`src/rtl/mips_mem_pkg.sv`:
```
// Shared constants for the unified instruction/data memory path: default widths,
// arbiter state encoding and the load/store opcodes used by the pipeline.
package mips_mem_pkg;

    localparam int ADDR_W_DEF = 10;
    localparam int DATA_W_DEF = 32;

    typedef enum logic [1:0] {
        IDLE   = 2'b00,
        IF_ACC = 2'b01,
        DM_ACC = 2'b10
    } arb_state_t;

    localparam logic [5:0] LW = 6'b001000;
    localparam logic [5:0] SW = 6'b001001;

endpackage

```
`src/rtl/mips_mem_arbiter.sv`:
```
// Single-port arbiter for the unified 1024x32 memory, DM has priority over IF; grant one cycle after request.
// Optional IF starvation guard: define MIPS_MEM_ARB_STARVE_GUARD_EN to force an IF grant after MAX_DM_BURST DM grants.
module mips_mem_arbiter
    import mips_mem_pkg::*;
#(
    parameter int ADDR_W       = ADDR_W_DEF,
    parameter int DATA_W       = DATA_W_DEF,
    parameter int MAX_DM_BURST = 4
) (
    input  logic              clk1,
    input  logic              rst,
    input  logic              halt,
    input  logic              if_req,
    input  logic [ADDR_W-1:0] if_addr,
    output logic              if_gnt,
    output logic              if_rvalid,
    output logic [DATA_W-1:0] if_rdata,
    input  logic              dm_req,
    input  logic              dm_we,
    input  logic [ADDR_W-1:0] dm_addr,
    input  logic [DATA_W-1:0] dm_wdata,
    output logic              dm_gnt,
    output logic              dm_rvalid,
    output logic [DATA_W-1:0] dm_rdata,
    output logic              mem_en,
    output logic              mem_we,
    output logic [ADDR_W-1:0] mem_addr,
    output logic [DATA_W-1:0] mem_wdata,
    input  logic [DATA_W-1:0] mem_rdata
);

    if (MAX_DM_BURST < 1) begin : g_bad_burst
        $error("MAX_DM_BURST must be at least 1");
    end

    arb_state_t        r_state;
    arb_state_t        w_next;
    logic              w_trip;
    logic              r_mem_we;
    logic [ADDR_W-1:0] r_mem_addr;
    logic [DATA_W-1:0] r_mem_wdata;
    logic              r_if_rvalid;
    logic              r_dm_rvalid;

`ifdef MIPS_MEM_ARB_STARVE_GUARD_EN
    localparam int BURST_W = $clog2(MAX_DM_BURST + 1);
    logic [BURST_W-1:0] r_burst;

    assign w_trip = (r_burst == BURST_W'(MAX_DM_BURST));

    // Counts DM grants taken while IF is waiting; any IF grant or idle IF clears it.
    always_ff @(posedge clk1 or posedge rst) begin
        if (rst) begin
            r_burst <= '0;
        end else if (!if_req || w_next == IF_ACC) begin
            r_burst <= '0;
        end else if (w_next == DM_ACC) begin
            r_burst <= r_burst + BURST_W'(1);
        end
    end
`else
    assign w_trip = 1'b0;
`endif

    always_comb begin
        w_next = IDLE;
        if (halt) begin
            w_next = IDLE;
        end else if (dm_req && !w_trip) begin
            w_next = DM_ACC;
        end else if (if_req) begin
            w_next = IF_ACC;
        end
    end

    // Memory command is captured with the grant decision so it lines up with the state.
    always_ff @(posedge clk1 or posedge rst) begin
        if (rst) begin
            r_state     <= IDLE;
            r_mem_we    <= 1'b0;
            r_mem_addr  <= '0;
            r_mem_wdata <= '0;
            r_if_rvalid <= 1'b0;
            r_dm_rvalid <= 1'b0;
        end else begin
            r_state     <= w_next;
            r_if_rvalid <= (r_state == IF_ACC);
            r_dm_rvalid <= (r_state == DM_ACC) && !r_mem_we;
            case (w_next)
                DM_ACC: begin
                    r_mem_we    <= dm_we;
                    r_mem_addr  <= dm_addr;
                    r_mem_wdata <= dm_wdata;
                end
                IF_ACC: begin
                    r_mem_we   <= 1'b0;
                    r_mem_addr <= if_addr;
                end
                default: begin
                    r_mem_we <= 1'b0;
                end
            endcase
        end
    end

    assign if_gnt    = (r_state == IF_ACC);
    assign dm_gnt    = (r_state == DM_ACC);
    assign mem_en    = (r_state != IDLE);
    assign mem_we    = r_mem_we;
    assign mem_addr  = r_mem_addr;
    assign mem_wdata = r_mem_wdata;
    assign if_rvalid = r_if_rvalid;
    assign dm_rvalid = r_dm_rvalid;
    assign if_rdata  = mem_rdata;
    assign dm_rdata  = mem_rdata;

endmodule

```
`config.mk`:
```
export PLATFORM = sky130hd
export DESIGN_NAME = mips_mem_arbiter
export DESIGN_NICKNAME = d
export VERILOG_FILES = /design/src/rtl/mips_mem_pkg.sv /design/src/rtl/mips_mem_arbiter.sv
export SDC_FILE = /design/constraint.sdc
export NUM_CORES = 1
export LEC_CHECK = 0
export CAP_MARGIN = 20
export CORE_MARGIN = 3
export CORE_UTILIZATION = 33
export DETAILED_ROUTE_END_ITERATION = 7
export HOLD_SLACK_MARGIN = 0.06
export PLACE_DENSITY = 0.81
export SYNTH_ARGS = -nofsm -noshare
export SYNTH_HDL_FRONTEND = slang
export SYNTH_SLANG_ARGS = --single-unit
```
`constraint.sdc`:
```
create_clock -name clk1 -period 2 [get_ports clk1]
set_input_delay 0.4 -clock clk1 [delete_from_list [all_inputs] [get_ports clk1]]
set_output_delay 0.4 -clock clk1 [all_outputs]
set_load 0.02 [all_outputs]
```
# After elaboration in Yosys (flattened, before gate mapping)
# Index checks and enable logic that the tools add are counted.
# word_totals
reg_bits	47
in_bits	90
output_inout_bits	112
# classes
n_eq_ne	4
muxes	5
reduce_logical	4
# ops
cell	count
10-bit one-hot mux with 2 select lines	1
2-bit by 1-bit equality test with 1-bit output, second input constant	2
2-bit equality test, second input constant	2
2-bit two-way mux	2
2-bit nonzero test	2
1-bit two-way mux	2
1-bit logical AND	1
1-bit logical NOT	1

# Depth between registers and ports, before layout
# Gate-level depths: netlist (run 1).
# logic_depth
ltp_word	5
depth_mapped	6
mapped_depth_nobuf	5

# Least setup slack after synthesis (run 1)
# Ideal clock, no wire load.
# synth_timing
path_type	input port to flip-flop
from	in dm_req
to	reg r_mem_wdata[0], in the netlist mem_wdata[0]
setup_time_ns	0.125
t_arrival_ns	1.318
t_required_ns	1.875
slack_ns	0.557
path_stages	6
cell_sequence	nor2_1 -> nand2_1 -> ha_1 -> buf_6 -> buf_12 -> mux2_4
# synth_via
elab_chain_len	3
# synth_lines
item	line	text
start, declared	mips_mem_arbiter.sv:18	input logic dm_req,
2-bit two-way mux	mips_mem_arbiter.sv:69	end else if (dm_req && !w_trip) begin
2-bit two-way mux	mips_mem_arbiter.sv:67	if (halt) begin
2-bit equality test	mips_mem_arbiter.sv:89	case (w_next)
end signal, assigned	mips_mem_arbiter.sv:93	r_mem_wdata <= dm_wdata;
end, declared	mips_mem_arbiter.sv:41	logic [DATA_W-1:0] r_mem_wdata;
# Every way passes these cells.
# A chain may end at the register's enable or synchronous reset.

# Worst setup path in the final report (run 1)
# layout_timing
from	reg r_state[1]
to	out mem_en
# layout_via
elab_chain_len	1
# layout_lines
item	line	text
start, declared	mips_mem_arbiter.sv:36	arb_state_t r_state;
start signal, assigned	mips_mem_arbiter.sv:86	r_state <= w_next;
2-bit nonzero test	mips_mem_arbiter.sv:108	assign mem_en = (r_state != IDLE);
end, declared	mips_mem_arbiter.sv:25	output logic mem_en,
# Every way passes these cells.

==> metrics.md, run 1 <==
| Metric | Value |
|---|---|
| Crit-path cells | or2_2, clkdlybuf4s50_1 |
| Worst vdd ir | 267.7 uV |
| Clk buf depth | 2 |
| Reg2reg end | mem_wdata[1] |
| Multi-input gate area | 735.7 um^2 |
| Fin nets | 329 |
| Number of global-route vias before repair | 1500 |
| 1st-iter DRT viols | 22 |
| Worst path top cell family by delay | buffers and inverters |
| Drt wl/cell | 15.21 um |
| Layout Cells excl Fill | 334 |
| Dpl cells | 326 |
| Hold-fix buffers at CTS | 0 |
| Tot Pwr | 2.636 mW |
| Number of H-tree levels | 2 |
| Initial antenna violation count | 0 |
| Total GRT Usage | 11.75% |
| Crit path max fanout | 3 |
| Final worst slack | 83.42 ps |
| Seq. cell area | 0.001176 mm^2 |
| Netlist Area Pre-Place | 0.002484 mm^2 |
| RSZ-0062 raised after global routing | false |
| TritonCTS Buffers | 5 |
| MaxCap Viol Count | 0 |
| Initial Util | 35.20% |
| Sequential-to-total area share from yosys stat | 47.36% |
| Routed Antenna Nets | 0 |
| Critical path depth | 2 |
| Crit Path Class | flip-flop to primary output |
| Via count | 1419 |
| Clock transition at path regs | 90 ps |
| Worst path max stage delay | 550 ps |
| Layout cells sized above 1 | 19.33% |
| Largest net degree at the start of global routing | 48 |
| Dpl ws | -13.58 ps |
| Area delta synth->final | 30.43% |
| # clock sinks | 47 |
| Port Buffer Count | 105 |
| R2R setup slack | 1210 ps |
| Fin util | 45.90% |
| Global placer's final weighted congestion | 0.6803 |
| Final Max Tran Viols | 0 |
| Yosys Warn Count | 0 |
| Min Tclk post-route | 1917 ps |
| CP Capture Type | primary output |
| Final period util | 95.83% |
| Fill cells | 633 |
| Final Hold Viols | 0 |
| Grt ovf | 0 |
| Fin Clk Skew | 4.819 ps |
| Row count | 30 |
| DR top layer | met4 |
| Total length of routed met3 wires | 629 um |
| Lkg Pwr | 1.376 nW |
| # Post-CTS Setup Buffers | 0 |
| Ports | 202 |
| HP Class | flip-flop to flip-flop |
| Die W | 92.76 um |
| First-pass GRT wire length | 7.852 mm |
| Drt drc | 0 |
| Die area | 0.008603 mm^2 |
| Outcome | completed |
| Synth top area share | 47.36% |
| Slew margin rel. | 79.43% |
| Pre-Repair DR Iteration Count | 4 |
| FF-to-FF path depth | 1 |
| Critical Path RT | 1600 ps |
| Worst r2r src | mem_wdata[1] |
| Yosys top cell by area | dfrtp_1 |
| Seq cells post-synth | 47 |
| Die Y | 92.76 um |
| Post-synthesis net count | 285 |
| Power per Cell Area | 813.6 mW/mm^2 |
| WL final | 5.081 mm |
| Fmax | 0.5218 GHz |
| Core Area | 0.007057 mm^2 |
| End of the critical path | mem_en |
| Slew @ Worst Pin | 308.5 ps |
| CTS tree | done |
| Crit path from | r_state[1] |
| Synth cell types | 17 |
| Worst path arrival time | 1520 ps |
| Worst-Skew Late Latency | 290 ps |
| Startpoint Class | flip-flop |
| Buffers & Inverters on Critical Path | 1 |
| Post-cts resize count | 0 |
| Slowest CP cell | clkdlybuf4s50_1 |
| Antenna Cells | 0 |
| Syn Inst Count | 193 |
| HPWL after detailed placement | 3.964 mm |
| Setup violators final | 0 |
| Via density | 4.249 |
| Root buffer cell | clkbuf_8 |
| Mean post-synth cell area | 12.87 um^2 |
| Metal1 wirelength | 1.940 mm |
| Metal2 WL | 2.433 mm |
| Synth top area cells | dfrtp_1, buf_4, mux2_4 |
[worst min path at each step]
stage                from        end  slack [ps]  cells past startpoint
2_1_floorplan  r_state[1]  if_rvalid         510                      1
3_3_place_gp       mem_we  dm_rvalid         410                      1
3_5_place_dp       mem_we  dm_rvalid         420                      1
4_1_cts            mem_we  dm_rvalid         430                      1
5_1_grt               rst  dm_rvalid         460                      3
6_report           mem_we  dm_rvalid         430                      1
[power breakdown]
group          switching, mW  internal (mW)  leakage, nW  total [mW]
logic                  0.381          0.530        0.770       0.912
clock network          0.304          0.243       0.0402       0.547
registers             0.0784           1.10        0.566        1.18
[synthesized netlist by cell type (all sizes together)]
| library cell | n |
|---|---|
| mux2 | 32 |
| nand2 | 11 |
| dfrtp | 47 |
| o21ai | 10 |
| mux2i | 10 |
| clkbuf | 2 |
| inv | 2 |
| nor2b | 3 |
| nand2b | 1 |
| buf | 69 |
| or2 | 1 |
| ha | 2 |
| nor2 | 1 |
| and2 | 2 |
[logic make-up (layout without fill, tap and decap cells)]
| family | count (synthesis) | count (layout) | share of synthesized area, % |
|---|---|---|---|
| muxes | 42 | 42 | 22.92 |
| DFF | 47 | 47 | 47.36 |
| AOI/OAI and AO/OA | 10 | 10 | 2.015 |
| buffers and inverters | 73 | 118 | 23.12 |
| and+or+nand+nor | 19 | 19 | 3.577 |
| adders and majority gates | 2 | 2 | 1.007 |
[routing by layer]
| metal | vias to the layer above | global-route usage (%) |
|---|---|---|
| met5 | - | 0 |
| met4 | 0 | 4.762 |
| met3 | 18 | 5.118 |
| met2 | 98 | 19.15 |
| met1 | 651 | 13.53 |
| li1 | 652 | - |
[layout make-up]
| type | count | share of cell area [%] |
|---|---|---|
| Multi-Input combinational cell | 73 | 22.71 |
| Inverter | 2 | 0.2317 |
| Clock inverter | 3 | 0.6180 |
| Clock buffer | 5 | 2.124 |
| Sequential cell | 47 | 36.31 |
| Tap cell | 96 | 3.708 |
| Timing Repair Buffer | 108 | 34.30 |
[registers in the layout, summed over array words and instances, names as in the netlist]
register	count
mem_addr	10
r_state	2
if_rvalid	1
mem_we	1
dm_rvalid	1
mem_wdata	32
[layout by cell type, fill, tap and decap left out]
| cell | n |
|---|---|
| mux2_2 | 3 |
| nand2_1 | 11 |
| clkinvlp_4 | 2 |
| mux2i_1 | 10 |
| inv_1 | 1 |
| dfrtp_1 | 47 |
| mux2_4 | 29 |
| clkbuf_8 | 5 |
| ha_2 | 1 |
| o21ai_0 | 10 |
| buf_12 | 3 |
| and2_1 | 2 |
| clkdlybuf4s50_1 | 105 |
| clkinv_2 | 1 |
| inv_2 | 1 |
| or2_2 | 1 |
| ha_1 | 1 |
| nand2b_1 | 1 |
| nor2b_1 | 3 |
| nor2_1 | 1 |
[metrics by stage]
step | setup TNS [ps] | cell area (um^2) | hold WS, ps
after global placement | 0 | 3151 | 408.0
after global routing | 0 | 3239 | 460.0
after floorplan | 0 | 2484 | 506.9
final | 0 | 3239 | 428.8
after CTS | 0 | 3239 | 431.8
after detailed placement | -23.40 | 3151 | 419.3
Power figures use the tool's default switching activity.
==> inputs of run 2 (changes only) <==
- ABC_AREA: default -> 1
- CORE_UTILIZATION: 33 -> 36
- PLACE_DENSITY: 0.81 -> 0.87
- clock period: 2 -> 2.5 ns (I/O delays scaled with it)
==> run 2 against run 1 <==
Clock-buffer cell count grew 1. Sequential power shrank 21%. First-iteration DRC count grew 120%. Core utilization grew 3.4 points. Register-to-register slack gained 620 ps. Global-route usage grew 0.46 points. Clock power shrank 19%. Setup slack gained 380 ps. Via count grew 28%. Final cell count grew 27%. Synthesized cell count grew 58%. Combinational power shrank 31%.
==> metrics.md, run 2 <==
| Metric | Value |
|---|---|
| Outcome | completed |
| Drt wl/cell | 11.58 um |
| Hold path endpoint | dm_rvalid |
| # Post-CTS Setup Buffers | 0 |
| Mean post-synth cell area | 8.196 um^2 |
| Die Y | 89.33 um |
| WL final | 4.897 mm |
| Setup TNS | 0 ps |
| Top-count cell post-synth | nand2_1 |
| Largest net degree at the start of global routing | 66 |
| R2R setup slack | 1830 ps |
| Area delta synth->final | 28.78% |
| TritonCTS Buffers | 5 |
| Seq cells post-synth | 47 |
| Root buffer cell | clkbuf_8 |
| Number of synthesized flops with an enable pin | 0 |
| Dpl cells | 416 |
| Power per Cell Area | 620.6 mW/mm^2 |
| Clk buf depth | 2 |
| Switch share | 29.52% |
| Startpoint Class | primary input |
| Slew margin rel. | 66.26% |
| Met1 global-route usage | 13.36% |
| Most frequent cells in the layout | clkdlybuf4s50_1, nand2_1, inv_1 |
| Worst vdd ir | 218.4 uV |
| Die area | 0.007980 mm^2 |
| Reg2reg end | mem_wdata[15] |
| Syn Inst Count | 305 |
| Final Max Tran Viols | 0 |
| GRT met2 Usage | 20.76% |
| Yosys Warn Count | 0 |
| Multi-input gate area | 539.3 um^2 |
| DP Area | 0.003132 mm^2 |
| CP Capture Type | flip-flop |
| RSZ-0062 raised after global routing | false |
| Antenna Cells | 0 |
| Hold-fix buffers at CTS | 0 |
| Largest register FFs | 32 |
| Tot Pwr | 1.998 mW |
| Sequential-to-total area share from yosys stat | 47.05% |
| First-pass GRT wire length | 7.534 mm |
| HPWL after detailed placement | 3.797 mm |
| Netlist Area Pre-Place | 0.002500 mm^2 |
| Flop pwr share | 46.5% |
| Power share of the combinational group | 31.5% |
| Initial antenna violation count | 0 |
| Via count | 1812 |
| Yosys top cell by area | dfrtp_1 |
| Global placer's final weighted congestion | 0.8215 |
| Final Hold Viols | 0 |
| Crit Path Class | primary input to flip-flop |
| Final period util | 81.39% |
| Fmax | 0.4915 GHz |
| Ys async rst share | 100.0% |
| CTS tree | done |
| Fin nets | 438 |
| Int Power | 1.408 mW |
| Post-cts resize count | 0 |
| Layout Cells excl Fill | 423 |
| Initial Util | 38.28% |
| Port Buffer Count | 105 |
| Fill cells | 624 |
| P_sw | 0.5898 mW |
| Post-synthesis net count | 397 |
| Number of global-route vias before repair | 1751 |
| MaxCap Viol Count | 0 |
| Routed Antenna Nets | 0 |
| 1st-iter DRT viols | 48 |
| Die W | 89.33 um |
| Layout cells sized above 1 | 3.468% |
| Worst-Skew Late Latency | 280 ps |
| # clock sinks | 47 |
| Top FF cell, synth | dfrtp_1 |
| FF-to-FF path depth | 2 |
| Fin Clk Skew | 0.2822 ps |
| Critical Path RT | 2680 ps |
| Total GRT Usage | 12.21% |
| Row count | 29 |
| Synth top area cells | dfrtp_1, buf_4, nand2_1 |
| HP Class | flip-flop to flip-flop |
| Core Area | 0.006531 mm^2 |
| Via density | 4.284 |
| Worst hold start | mem_we |
| Drt drc | 0 |
| Synth top area share | 47.05% |
| Seq. cell area | 0.001176 mm^2 |
| Setup violators final | 0 |
| Crit path max fanout | 11 |
| Min Tclk post-route | 2035 ps |
| Grt met3 use | 3.410% |
| Synth cell types | 15 |
| Commonest non-fill, non-tap cell in the layout | clkdlybuf4s50_1 |
| Grt ovf | 0 |
| Clock transition at path regs | 80 ps |
| Ports | 202 |
| Finished Cell Area | 0.003219 mm^2 |
| Lkg Pwr | 1.562 nW |
| Hold path depth | 1 |
| Clock power share | 22.1% |
| Worst path arrival time | 2220 ps |
| Pre-Repair DR Iteration Count | 4 |
| Synth cell count leaders | nand2_1, buf_4, inv_1 |
| Grt peak-use layer | met2 |
| Number of H-tree levels | 2 |
| Worst r2r src | mem_wdata[15] |
| Slew @ Worst Pin | 505.3 ps |
run 2: cell count changes in the layout (fill, tap and decap cells not counted), sizes merged, moves of 3 or more:
cell / previous run / this run
nand2: 11 / 75
inv: 2 / 60
mux2: 32 / 0
o21ai: 10 / 32
mux2i: 10 / 0
nand3: 0 / 10
nor2: 1 / 4
nor2b: 3 / 0
run 2: cells by family (layout without fill, tap and decap cells):
kind of cell	Yosys count	after routing	share of synthesized area (%)
AO/OA/AOI/OAI	32	32	6.406
AND/OR/NAND/NOR	90	90	14.06
flip-flops	47	47	47.05
adder cells (fa/ha/maj)	2	2	1.001
buffers and inverters	134	175	31.48
run 2: worst max path at each step:
stage,slack [ps],cells after the start,startpoint,to
after CTS,470,9,dm_req,mem_addr[0]
after detailed placement,140,9,dm_req,mem_addr[7]
after global routing,290,9,dm_req,mem_addr[8]
after floorplan,880,1,rst,dm_rvalid
final,470,9,dm_req,mem_addr[0]
after global placement,260,9,dm_req,mem_addr[2]
run 2: layout make-up:
type	count	share of cell area, %
Clock buffer	6	2.565
Inverter	61	7.112
Clock inverter	1	0.1555
Multi-Input combinational cell	124	16.75
Sequential cell	47	36.53
Tap cell	77	2.993
Timing Repair Buffer	107	33.89
run 2: worst max-delay path: stages:
cell,delay (ps)
clkdlybuf4s50_1,400
inv_1,70
nand2_1,50
nor2_1,170
inv_1,70
ha_2,440
clkinv_1,280
nand3_1,180
nand2_1,60
run 2: power by group through the flow:
| stage | combinational [mW] | sequential, mW | clock (mW) |
|---|---|---|---|
| 6_report | 0.629 | 0.928 | 0.441 |
| 5_1_grt | 0.685 | 0.943 | 0.495 |
| 4_1_cts | 0.639 | 0.930 | 0.465 |
| 3_5_place_dp | 0.638 | 0.942 | 0 |
| 3_3_place_gp | 0.626 | 0.939 | 0 |
| 2_1_floorplan | 0.294 | 1.08 | 0 |
run 2: routing by layer:
layer / up-vias / share of wire (%)
li1: 909 / -
met1: 794 / 40
met2: 85 / 47
met3: 24 / 9.8
met4: 0 / 2.7
met5: - / 0
run 2: through the flow:
| stage | hold WS (ps) | utilization (%) | worst slack, ps |
|---|---|---|---|
| after global routing | 459.7 | 49.29 | 286.4 |
| after floorplan | 433.0 | - | 883.9 |
| final | 440.9 | 49.29 | 465.3 |
| after detailed placement | 430.9 | 47.95 | 138.5 |
| after CTS | 442.0 | 49.29 | 470.0 |
| after global placement | 425.9 | 47.95 | 263.9 |
==> inputs of run 3 (changes only) <==
- CORE_UTILIZATION: 36 -> 30
- PLACE_DENSITY: 0.87 -> 0.78
- clock period: 2.5 -> 1.84 ns (I/O delays scaled with it)
==> run 3 against run 2 <==
First-iteration DRC count grew 6.3%. Sequential power increased by 36%. Sequential share of layout area fell by 0.90 points. Via count grew 3.0%. Highest routed layer unchanged. Critical path type is now flip-flop to primary output. Wire length up 6.4%. Hold slack improved by 0.70 ps. Register-to-register slack got worse by 650 ps. Largest power group unchanged. Die area rose by 19%. Global-route usage fell by 1.4 points. Final cell count is 7.3% higher. Sequential cell count unchanged.
==> metrics.md, run 3 (synthesized netlist as in run 2, its figures left out) <==
| Metric | Value |
|---|---|
| Die area | 0.009464 mm^2 |
| First-pass GRT wire length | 8.466 mm |
| Worst vdd ir | 339.2 uV |
| Number of H-tree levels | 2 |
| # clock sinks | 47 |
| Min Tclk post-route | 1749 ps |
| Pre-Repair DR Iteration Count | 4 |
| Die Y | 97.29 um |
| Global placer's final weighted congestion | 0.7993 |
| Area delta synth->final | 32.03% |
| Row count | 32 |
| Slew margin rel. | 79.16% |
| Finished Cell Area | 0.003301 mm^2 |
| HP Class | flip-flop to flip-flop |
| Hold-fix buffers at CTS | 0 |
| Setup TNS | 0 ps |
| Largest register FFs | 32 |
| Layout cells sized above 1 | 5.398% |
| Final Hold Viols | 0 |
| Worst path arrival time | 1380 ps |
| 1st-iter DRT viols | 51 |
| Crit path max fanout | 3 |
| TritonCTS Buffers | 5 |
| # Post-CTS Setup Buffers | 0 |
| Initial antenna violation count | 0 |
| Fin Clk Skew | 0.1975 ps |
| Critical Path RT | 1470 ps |
| Reg2reg end | dm_rvalid |
| Most frequent cells in the layout | clkdlybuf4s50_1, nand2_1, inv_1 |
| CP Capture Type | primary output |
| Die W | 97.29 um |
| Fmax | 0.5718 GHz |
| Via density | 4.112 |
| MaxCap Viol Count | 0 |
| CTS tree | done |
| Final period util | 95.04% |
| Commonest non-fill, non-tap cell in the layout | clkdlybuf4s50_1 |
| Layout Cells excl Fill | 454 |
| Worst hold start | mem_we |
| Port Buffer Count | 105 |
| Tot Pwr | 2.727 mW |
| Clk buf depth | 2 |
| WL final | 5.210 mm |
| Drt wl/cell | 11.48 um |
| Crit Path Class | flip-flop to primary output |
| Total GRT Usage | 10.81% |
| Grt ovf | 0 |
| Dpl cells | 447 |
| Slew @ Worst Pin | 312.6 ps |
| Core Area | 0.007888 mm^2 |
| Initial Util | 31.69% |
| Clock transition at path regs | 80 ps |
| Startpoint Class | flip-flop |
| Drt drc | 0 |
| Lkg Pwr | 1.608 nW |
| Outcome | completed |
| Fin util | 41.85% |
| Worst r2r src | r_state[0] |
| Hold path endpoint | dm_rvalid |
| Hold path depth | 1 |
| Setup violators final | 0 |
| Antenna Cells | 0 |
| HPWL after detailed placement | 4.091 mm |
| Power per Cell Area | 826.1 mW/mm^2 |
| R2R setup slack | 1180 ps |
| Fin nets | 444 |
| Ports | 202 |
| Final Max Tran Viols | 0 |
| Largest net degree at the start of global routing | 52 |
| DP Area | 0.003208 mm^2 |
| Via count | 1867 |
| Routed Antenna Nets | 0 |
| FF-to-FF path depth | 1 |
| Number of global-route vias before repair | 1847 |
| Root buffer cell | clkbuf_8 |
| RSZ-0062 raised after global routing | false |
| Worst-Skew Late Latency | 280 ps |
## run 3: metrics by stage
stage	setup WS, ps	hold slack (ps)
after floorplan	355.9	433.0
after global placement	-132.2	432.4
after detailed placement	-214.6	438.9
after CTS	24.09	444.9
after global routing	13.44	458.4
final	91.29	441.6
## run 3: metal layers
layer,up-vias,wire length [um],track usage (%)
li1,924,-,-
met5,-,0,0
met2,105,2443,17.99
met3,19,609,4.953
met4,0,74,4.047
met1,819,2082,12.12
## run 3: area by class of cell
| cell class | count | area (um^2) |
|---|---|---|
| fill | 774 | 4587 |
| clock buffer | 6 | 82.58 |
| tap | 102 | 127.6 |
| inverter | 61 | 232.7 |
| timing repair buffer | 113 | 1137 |
| multi-input combinational | 124 | 539.3 |
| clock inverter | 1 | 5.005 |
| sequential | 47 | 1176 |
## run 3: what timing repair did
| action | in CTS | in global routing |
|---|---|---|
| gates resized for setup | 1 | 2 |
| endpoints found under the setup margin | 1 | 11 |
| hold endpoints to repair | 0 | 0 |
## run 3: worst max-delay path: stages (launching register included)
cell             delay [ps]
dfrtp_1                 380
inv_1                    60
nand2_1                  60
clkdlybuf4s50_1         590
## run 3: where the power goes
| group | switching [mW] | internal (mW) |
|---|---|---|
| Sequential | 0.0821 | 1.18 |
| Clock | 0.302 | 0.295 |
| Combinational | 0.422 | 0.444 |
| Total | 0.807 | 1.92 |
## run 3: worst max-delay path by stage
stage	from	to	slack [ps]	cells past startpoint
3_5_place_dp	if_req	mem_addr[9]	-210	8
6_report	r_state[0]	mem_en	90	3
2_1_floorplan	rst	dm_rvalid	360	1
4_1_cts	r_state[0]	dm_gnt	20	2
5_1_grt	r_state[0]	mem_en	10	3
3_3_place_gp	dm_req	mem_addr[3]	-130	9
